## src/rtl/ita_scan_decoder_if.sv

```systemverilog
// Bus between the 12-digit scan source / frame reader and ita_scan_decoder.
// The master drives the scan inputs and read address; the slave returns frame status.
interface ita_scan_decoder_if;
  logic [11:0] sel;
  logic [13:0] segm;
  logic [3:0]  rd_addr;
  logic [3:0]  rd_code;
  logic        frame_done;
  logic        frame_valid;
  logic        match;
  logic        sync_err;
  logic        glyph_err;
  logic [7:0]  err_count;

  modport master (
    output sel, segm, rd_addr,
    input  rd_code, frame_done, frame_valid, match, sync_err, glyph_err, err_count
  );

  modport slave (
    input  sel, segm, rd_addr,
    output rd_code, frame_done, frame_valid, match, sync_err, glyph_err, err_count
  );
endinterface

```

## src/rtl/ita_scan_decoder.sv

```systemverilog
// Locks onto a multiplexed 12-digit 14-segment scan, decodes each digit to a glyph
// code and commits complete, in-order frames to a readable buffer.
module ita_scan_decoder (
`ifdef USE_POWER_PINS
  inout wire vdd,
  inout wire vss,
`endif
  input  logic              clk,
  input  logic              rst,
  ita_scan_decoder_if.slave bus
);

  typedef enum logic [0:0] {ST_HUNT = 1'b0, ST_CAPTURE = 1'b1} state_t;

  localparam logic [3:0] C_BAD = 4'hF;
  // "ING ELEC ITA", slot 11 first
  localparam logic [11:0][3:0] C_TEXT = {4'h1, 4'h8, 4'h5, 4'h0, 4'h2, 4'h3,
                                         4'h6, 4'h3, 4'h0, 4'h4, 4'h7, 4'h5};

  function automatic logic [3:0] decode_glyph(input logic [13:0] seg);
    case (seg)
      14'b00000000000000: decode_glyph = 4'h0;
      14'b11101111000000: decode_glyph = 4'h1;
      14'b10011100000000: decode_glyph = 4'h2;
      14'b10011110000000: decode_glyph = 4'h3;
      14'b10111101000000: decode_glyph = 4'h4;
      14'b10010000010010: decode_glyph = 4'h5;
      14'b00011100000000: decode_glyph = 4'h6;
      14'b01101100100100: decode_glyph = 4'h7;
      14'b10000000010010: decode_glyph = 4'h8;
      default:            decode_glyph = C_BAD;
    endcase
  endfunction

  function automatic logic [11:0] digit_hot(input logic [3:0] idx);
    digit_hot = 12'd1 << idx;
  endfunction

  state_t           r_state, w_state_nxt;
  logic [3:0]       r_exp, w_exp_nxt;
  logic [11:0]      r_sel;
  logic [13:0]      r_segm;
  logic [11:0][3:0] r_cap, r_com, w_frame;
  logic [3:0]       w_code, w_slot, w_last;
  logic [11:0]      w_exp_hot, w_last_hot;
  logic             w_write, w_commit, w_sync_err, w_glyph_err;
  logic             r_frame_done, r_frame_valid, r_match, r_sync_err, r_glyph_err;
  logic [3:0]       r_rd_code;
  logic [7:0]       r_err_count;

  assign w_code      = decode_glyph(r_segm);
  assign w_last      = (r_exp == 4'd0) ? 4'd11 : r_exp - 4'd1;
  assign w_exp_hot   = digit_hot(r_exp);
  assign w_last_hot  = digit_hot(w_last);
  assign w_commit    = w_write && (w_slot == 4'd11);
  assign w_glyph_err = w_write && (w_code == C_BAD);

  always_ff @(posedge clk) begin
    if (rst) begin
      r_sel  <= 12'd0;
      r_segm <= 14'd0;
    end else begin
      r_sel  <= bus.sel;
      r_segm <= bus.segm;
    end
  end

  always_ff @(posedge clk) begin
    if (rst) begin
      r_state <= ST_HUNT;
      r_exp   <= 4'd0;
    end else begin
      r_state <= w_state_nxt;
      r_exp   <= w_exp_nxt;
    end
  end

  // A repeat of the last accepted digit is a slow scan, not an error.
  always_comb begin
    w_state_nxt = r_state;
    w_exp_nxt   = r_exp;
    case (r_state)
      ST_HUNT: begin
        if (r_sel == 12'd1) begin
          w_state_nxt = ST_CAPTURE;
          w_exp_nxt   = 4'd1;
        end else begin
          w_state_nxt = ST_HUNT;
        end
      end
      ST_CAPTURE: begin
        if (r_sel == 12'd0) begin
          w_state_nxt = ST_CAPTURE;
        end else if (r_sel == w_exp_hot) begin
          w_exp_nxt = (r_exp == 4'd11) ? 4'd0 : r_exp + 4'd1;
        end else if (r_sel == w_last_hot) begin
          w_state_nxt = ST_CAPTURE;
        end else begin
          w_state_nxt = ST_HUNT;
          w_exp_nxt   = 4'd0;
        end
      end
      default: begin
        w_state_nxt = ST_HUNT;
        w_exp_nxt   = 4'd0;
      end
    endcase
  end

  always_comb begin
    w_write    = 1'b0;
    w_slot     = 4'd0;
    w_sync_err = 1'b0;
    case (r_state)
      ST_HUNT: begin
        if (r_sel == 12'd1) begin
          w_write = 1'b1;
        end else begin
          w_write = 1'b0;
        end
      end
      ST_CAPTURE: begin
        if (r_sel == 12'd0) begin
          w_write = 1'b0;
        end else if (r_sel == w_exp_hot) begin
          w_write = 1'b1;
          w_slot  = r_exp;
        end else if (r_sel == w_last_hot) begin
          w_write = 1'b0;
        end else begin
          w_sync_err = 1'b1;
        end
      end
      default: begin
        w_write = 1'b0;
      end
    endcase
  end

  always_comb begin
    w_frame     = r_cap;
    w_frame[11] = w_code;
  end

  always_ff @(posedge clk) begin
    if (rst) begin
      r_cap         <= '0;
      r_com         <= '0;
      r_rd_code     <= 4'h0;
      r_frame_done  <= 1'b0;
      r_frame_valid <= 1'b0;
      r_match       <= 1'b0;
      r_sync_err    <= 1'b0;
      r_glyph_err   <= 1'b0;
      r_err_count   <= 8'd0;
    end else begin
      r_frame_done <= w_commit;
      r_sync_err   <= w_sync_err;
      r_glyph_err  <= w_glyph_err;
      if (w_sync_err) begin
        r_cap <= '0;
        if (r_err_count != 8'hFF) begin
          r_err_count <= r_err_count + 8'd1;
        end
      end else if (w_write) begin
        r_cap[w_slot] <= w_code;
      end
      // Whole frame lands at once, so readers never see a mix of two frames.
      if (w_commit) begin
        r_com         <= w_frame;
        r_frame_valid <= 1'b1;
        r_match       <= (w_frame == C_TEXT);
      end
      r_rd_code <= (bus.rd_addr < 4'd12) ? r_com[bus.rd_addr] : C_BAD;
    end
  end

  assign bus.rd_code     = r_rd_code;
  assign bus.frame_done  = r_frame_done;
  assign bus.frame_valid = r_frame_valid;
  assign bus.match       = r_match;
  assign bus.sync_err    = r_sync_err;
  assign bus.glyph_err   = r_glyph_err;
  assign bus.err_count   = r_err_count;

endmodule

```

## src/flat_wrapper.sv

```systemverilog
// flat-port wrapper written by rule: the top's interface ports become plain ports
module ita_scan_decoder_flat 
  (clk, rst, bus_sel, bus_segm, bus_rd_addr, bus_rd_code, bus_frame_done, bus_frame_valid, bus_match, bus_sync_err, bus_glyph_err, bus_err_count);
  ita_scan_decoder_if bus_i ();
  input  logic clk;
  input  logic rst;
  input wire logic [$bits(bus_i.sel)-1:0] bus_sel;
  input wire logic [$bits(bus_i.segm)-1:0] bus_segm;
  input wire logic [$bits(bus_i.rd_addr)-1:0] bus_rd_addr;
  output wire logic [$bits(bus_i.rd_code)-1:0] bus_rd_code;
  output wire logic [$bits(bus_i.frame_done)-1:0] bus_frame_done;
  output wire logic [$bits(bus_i.frame_valid)-1:0] bus_frame_valid;
  output wire logic [$bits(bus_i.match)-1:0] bus_match;
  output wire logic [$bits(bus_i.sync_err)-1:0] bus_sync_err;
  output wire logic [$bits(bus_i.glyph_err)-1:0] bus_glyph_err;
  output wire logic [$bits(bus_i.err_count)-1:0] bus_err_count;
  assign bus_i.sel = bus_sel;
  assign bus_i.segm = bus_segm;
  assign bus_i.rd_addr = bus_rd_addr;
  assign bus_rd_code = bus_i.rd_code;
  assign bus_frame_done = bus_i.frame_done;
  assign bus_frame_valid = bus_i.frame_valid;
  assign bus_match = bus_i.match;
  assign bus_sync_err = bus_i.sync_err;
  assign bus_glyph_err = bus_i.glyph_err;
  assign bus_err_count = bus_i.err_count;
  ita_scan_decoder u_core (.clk(clk), .rst(rst), .bus(bus_i));
endmodule
```

## config.mk

```make
export PLATFORM = sky130hd
export DESIGN_NAME = ita_scan_decoder_flat
export DESIGN_NICKNAME = d
export VERILOG_FILES = /design/src/rtl/ita_scan_decoder_if.sv /design/src/rtl/ita_scan_decoder.sv /design/src/flat_wrapper.sv
export SDC_FILE = /design/constraint.sdc
export NUM_CORES = 1
export LEC_CHECK = 0
export CORE_ASPECT_RATIO = 0.5
export CORE_UTILIZATION = 59
export CTS_CLUSTER_SIZE = 16
export DETAILED_ROUTE_END_ITERATION = 10
export GPL_TIMING_DRIVEN = 0
export HOLD_SLACK_MARGIN = 0.06
export PLACE_DENSITY_LB_ADDON = 0.2
export SETUP_SLACK_MARGIN = 0.15
export SLEW_MARGIN = 5
export SYNTH_ARGS = -nofsm -noshare
export SYNTH_HDL_FRONTEND = slang
export SYNTH_SLANG_ARGS = --single-unit
```

## constraint.sdc

```tcl
create_clock -name clk -period 3.79 [get_ports clk]
set_input_delay 0.5685 -clock clk [delete_from_list [all_inputs] [get_ports clk]]
set_output_delay 0.5685 -clock clk [all_outputs]
set_load 0.005 [all_outputs]
```

==> impl_metrics.yaml <==
run_status:
  status: "finished, final reports clean"
route:
  vias: 6053
  dr.pass1.iters: 5
  drt_iter0_drc: 549
  via_per_inst: 6.139
  wl_per_cell_um: 18.40
  ant_nets: 0
  drc: 0
  drt_wl_total_mm: 18.14
grt:
  grt_pass1_wl_mm: 28.83
  overflow: 0
  antenna_found_initial: 0
  grt_usage_pct: 31.09
  grt_pass1_vias: 5756
  grt_max_degree: 17
timing:
  slew_headroom_pct: 43.39
  timing.fmax_mhz: 293.4
  tightest_slew_ns: 0.8491
  fin_crit_sh_pct: 89.92
  fin_skew_ns: 0.01229
  period_minus_slack_ns: 3.408
  finalSetupViolations: 0
  fin_tns_setup_ns: 0
  slew_violations: 0
  rsz0062_at_grt: "no"
  final-hold-violation-count: 0
yosys:
  yosysUniqueCellTypes: 76
  synth_nets: 802
  yosysWarnings: 0
  synth_area_per_cell_um2: 8.903
  synth-seq-cells: 140
  synth_edf_count: 0
  ys_seq_area_share_pct: 41.31
  yosys.area.top_type: "dfxtp_1"
  netlist_area_um2: 6784
  ys_top_cells_by_count: "dfxtp_1 (140), nand2_1 (122), nor2_1 (74)"
  synth_area_leaders: "dfxtp_1 (41%), mux2i_1 (6.9%), nand2_1 (6.8%)"
  synth.most_common_cell: "dfxtp_1"
  synth_top_area_share_pct: 41.31
  synthFlopType: "dfxtp_1"
  postSynthCellCount: 762
  synthArstFlopShare_pct: 0
floorplanning:
  initial_core_util_pct: 61.22
  ios: 49
  coreArea_um2: 11080
  die_y_um: 77.83
  core.rowCount: 27
  dieArea_um2: 11960
  fp.dieW_um: 153.6
finish:
  nNetsFinal: 868
  fillers: 827
  utilization_pct: 72.67
  num_antenna_cells: 0
  drive_gt1_share_pct: 11.30
  syn_to_final_growth_pct: 18.70
worst_hold_path:
  hold_path.class: "reg -> reg"
power:
  switching_power_uw: 804.1
  vdd_ir_drop_max_mv: 0.2364
  clockPowerShare_pct: 47.9
  power_density_nw_per_um2: 408.9
  cellInternalPower_mw: 2.489
  p_sw_share_pct: 24.42
  seq_power_share_pct: 45.9
  power.leakage_nw: 2.816
  p_comb_share_pct: 6.2
placed_design:
  hpwl_mm: 12.74
  portBuffers: 47
  gp_congestion: 0.9063
cts:
  cts_root_buf: "clkbuf_16"
  clock_latency_ns: 0.43
  cts_tree: "built"
  clock_path_buffers: 2
  h-tree-depth: 4
  path_clk_slew_ns: 0.06
  cts_sinks: 140
  numCtsBuffers: 17
  ctsHoldBuffers: 0
critical_path:
  cp_slowest_stage_delay_ns: 0.40
  crit_fanout: 10
  path_cells: "buf_2 -> inv_1 -> ha_1 -> buf_2 -> nand2b_1 -> nand4_1 -> nor4_2 -> and3_1 -> and3_1 -> clkbuf_1 -> clkbuf_1 -> nand3_1 -> a21oi_1"
  end_kind: "flip-flop"
  path_buf_inv: 5
  critPathLaunchType: "flip-flop"
  cp_slowest_cell: "clkbuf_1"
  crit_family: "buffers and inverters"
  crit_required_ns: 4.15
  path_class: "reg -> reg"
  arrival_ns: 3.77
flow_run:
  drv_cap: 0
-- layout by cell type (no fill, tap or decap), types with 9 or more instances in the layout --
cell type and count:
nor4_1 9, inv_1 14, a211oi_1 9, nand4_1 12, mux2i_1 47, clkdlybuf4s50_1 47, nor2_1 73, nor2b_1 43
dfxtp_1 140, nor3_1 16, nand2_1 122, nand3_1 13, buf_2 13, clkbuf_16 17, o21ai_0 10, a21oi_1 56
clkbuf_1 30, mux4_2 12
-- final timing paths --
check                                 startpoint                to  slack, ns  cells past startpoint
worst max-delay path             u_core.r_exp[0]  u_core.bus.match       0.38                     13
worst min register to register  u_core.r_com[27]  u_core.r_com[27]       0.45                      2
worst min-delay path            u_core.r_com[27]  u_core.r_com[27]       0.45                      2
worst max register to register   u_core.r_exp[0]  u_core.bus.match       0.38                     13
-- per-stage QoR --
| stage | total power, mW | hold WS, ns | instance area (µm²) | std cells | setup WS [ns] |
|---|---|---|---|---|---|
| after floorplan | 1.660 | 0.4286 | 6784 | 762 | 0.8549 |
| after global placement | 1.734 | 0.4353 | 7436 | 954 | 0.3187 |
| after detailed placement | 1.737 | 0.4417 | 7436 | 954 | 0.2527 |
| after CTS | 3.287 | 0.4499 | 7986 | 986 | 0.2229 |
| after global routing | 3.382 | 0.4637 | 8053 | 986 | 0.1323 |
| final | 3.293 | 0.4512 | 8053 | 986 | 0.3822 |
-- layer usage --
| layer | part of all wire [%] | vias up | wire (µm) | global-route usage (%) |
|---|---|---|---|---|
| met5 | 0 | - | 0 | 0 |
| met4 | 2.0 | 0 | 371 | 12.30 |
| met3 | 9.2 | 38 | 1663 | 6.648 |
| met2 | 45 | 283 | 8177 | 49.27 |
| met1 | 44 | 2906 | 7928 | 41.51 |
| li1 | - | 2826 | - | - |
-- cell type report --
type	count	area [µm²]	area share (%)
inverters	14	52.55	0.6526
repair buffers	47	470.5	5.842
well taps	145	181.4	2.253
flip-flops and latches	140	2803	34.80
multi-input cells	557	3737	46.41
plain buffers	51	257.7	3.201
clock inverters	12	113.9	1.414
clock buffers	20	436.7	5.423
-- worst min-delay path: stages, from the launching register on --
cell     delay [ns]
dfxtp_1        0.31
nand2_1        0.05
a21oi_1        0.05
-- power by group through the flow --
stage               sequential (mW)  combinational [mW]  clock [mW]
floorplan                      1.54               0.122           0
global placement               1.54               0.192           0
detailed placement             1.54               0.196           0
CTS                            1.51               0.197        1.58
global route                   1.51               0.220        1.65
finish                         1.51               0.204        1.58
-- timing repair --
action                     in CTS  in global routing
setup endpoints to repair       0                 58
setup buffers                   0                  0
gates resized for setup         0                 11
-- flip-flops by register name, indices dropped and copies added (netlist names) --
signal                  count
u_core.r_com               48
u_core.r_cap               44
u_core.r_segm              14
u_core.r_sel               12
u_core.bus.err_count        8
u_core.bus.rd_code          4
u_core.r_exp                4
u_core.bus.frame_done       1
u_core.bus.frame_valid      1
u_core.bus.glyph_err        1
u_core.bus.match            1
u_core.bus.sync_err         1
u_core.r_state              1
-- kinds of logic (layout without fill, tap and decap cells) --
family,count (synthesis),in the layout,share of synthesized area [%]
compound gates,116,116,11.51
xor+xnor,7,7,0.9037
fa+ha+maj,8,8,1.476
buf+inv,65,144,4.555
flops,140,140,41.31
mux,64,64,11.86
simple gates,362,362,28.38
(Power assumes the default switching activity.)
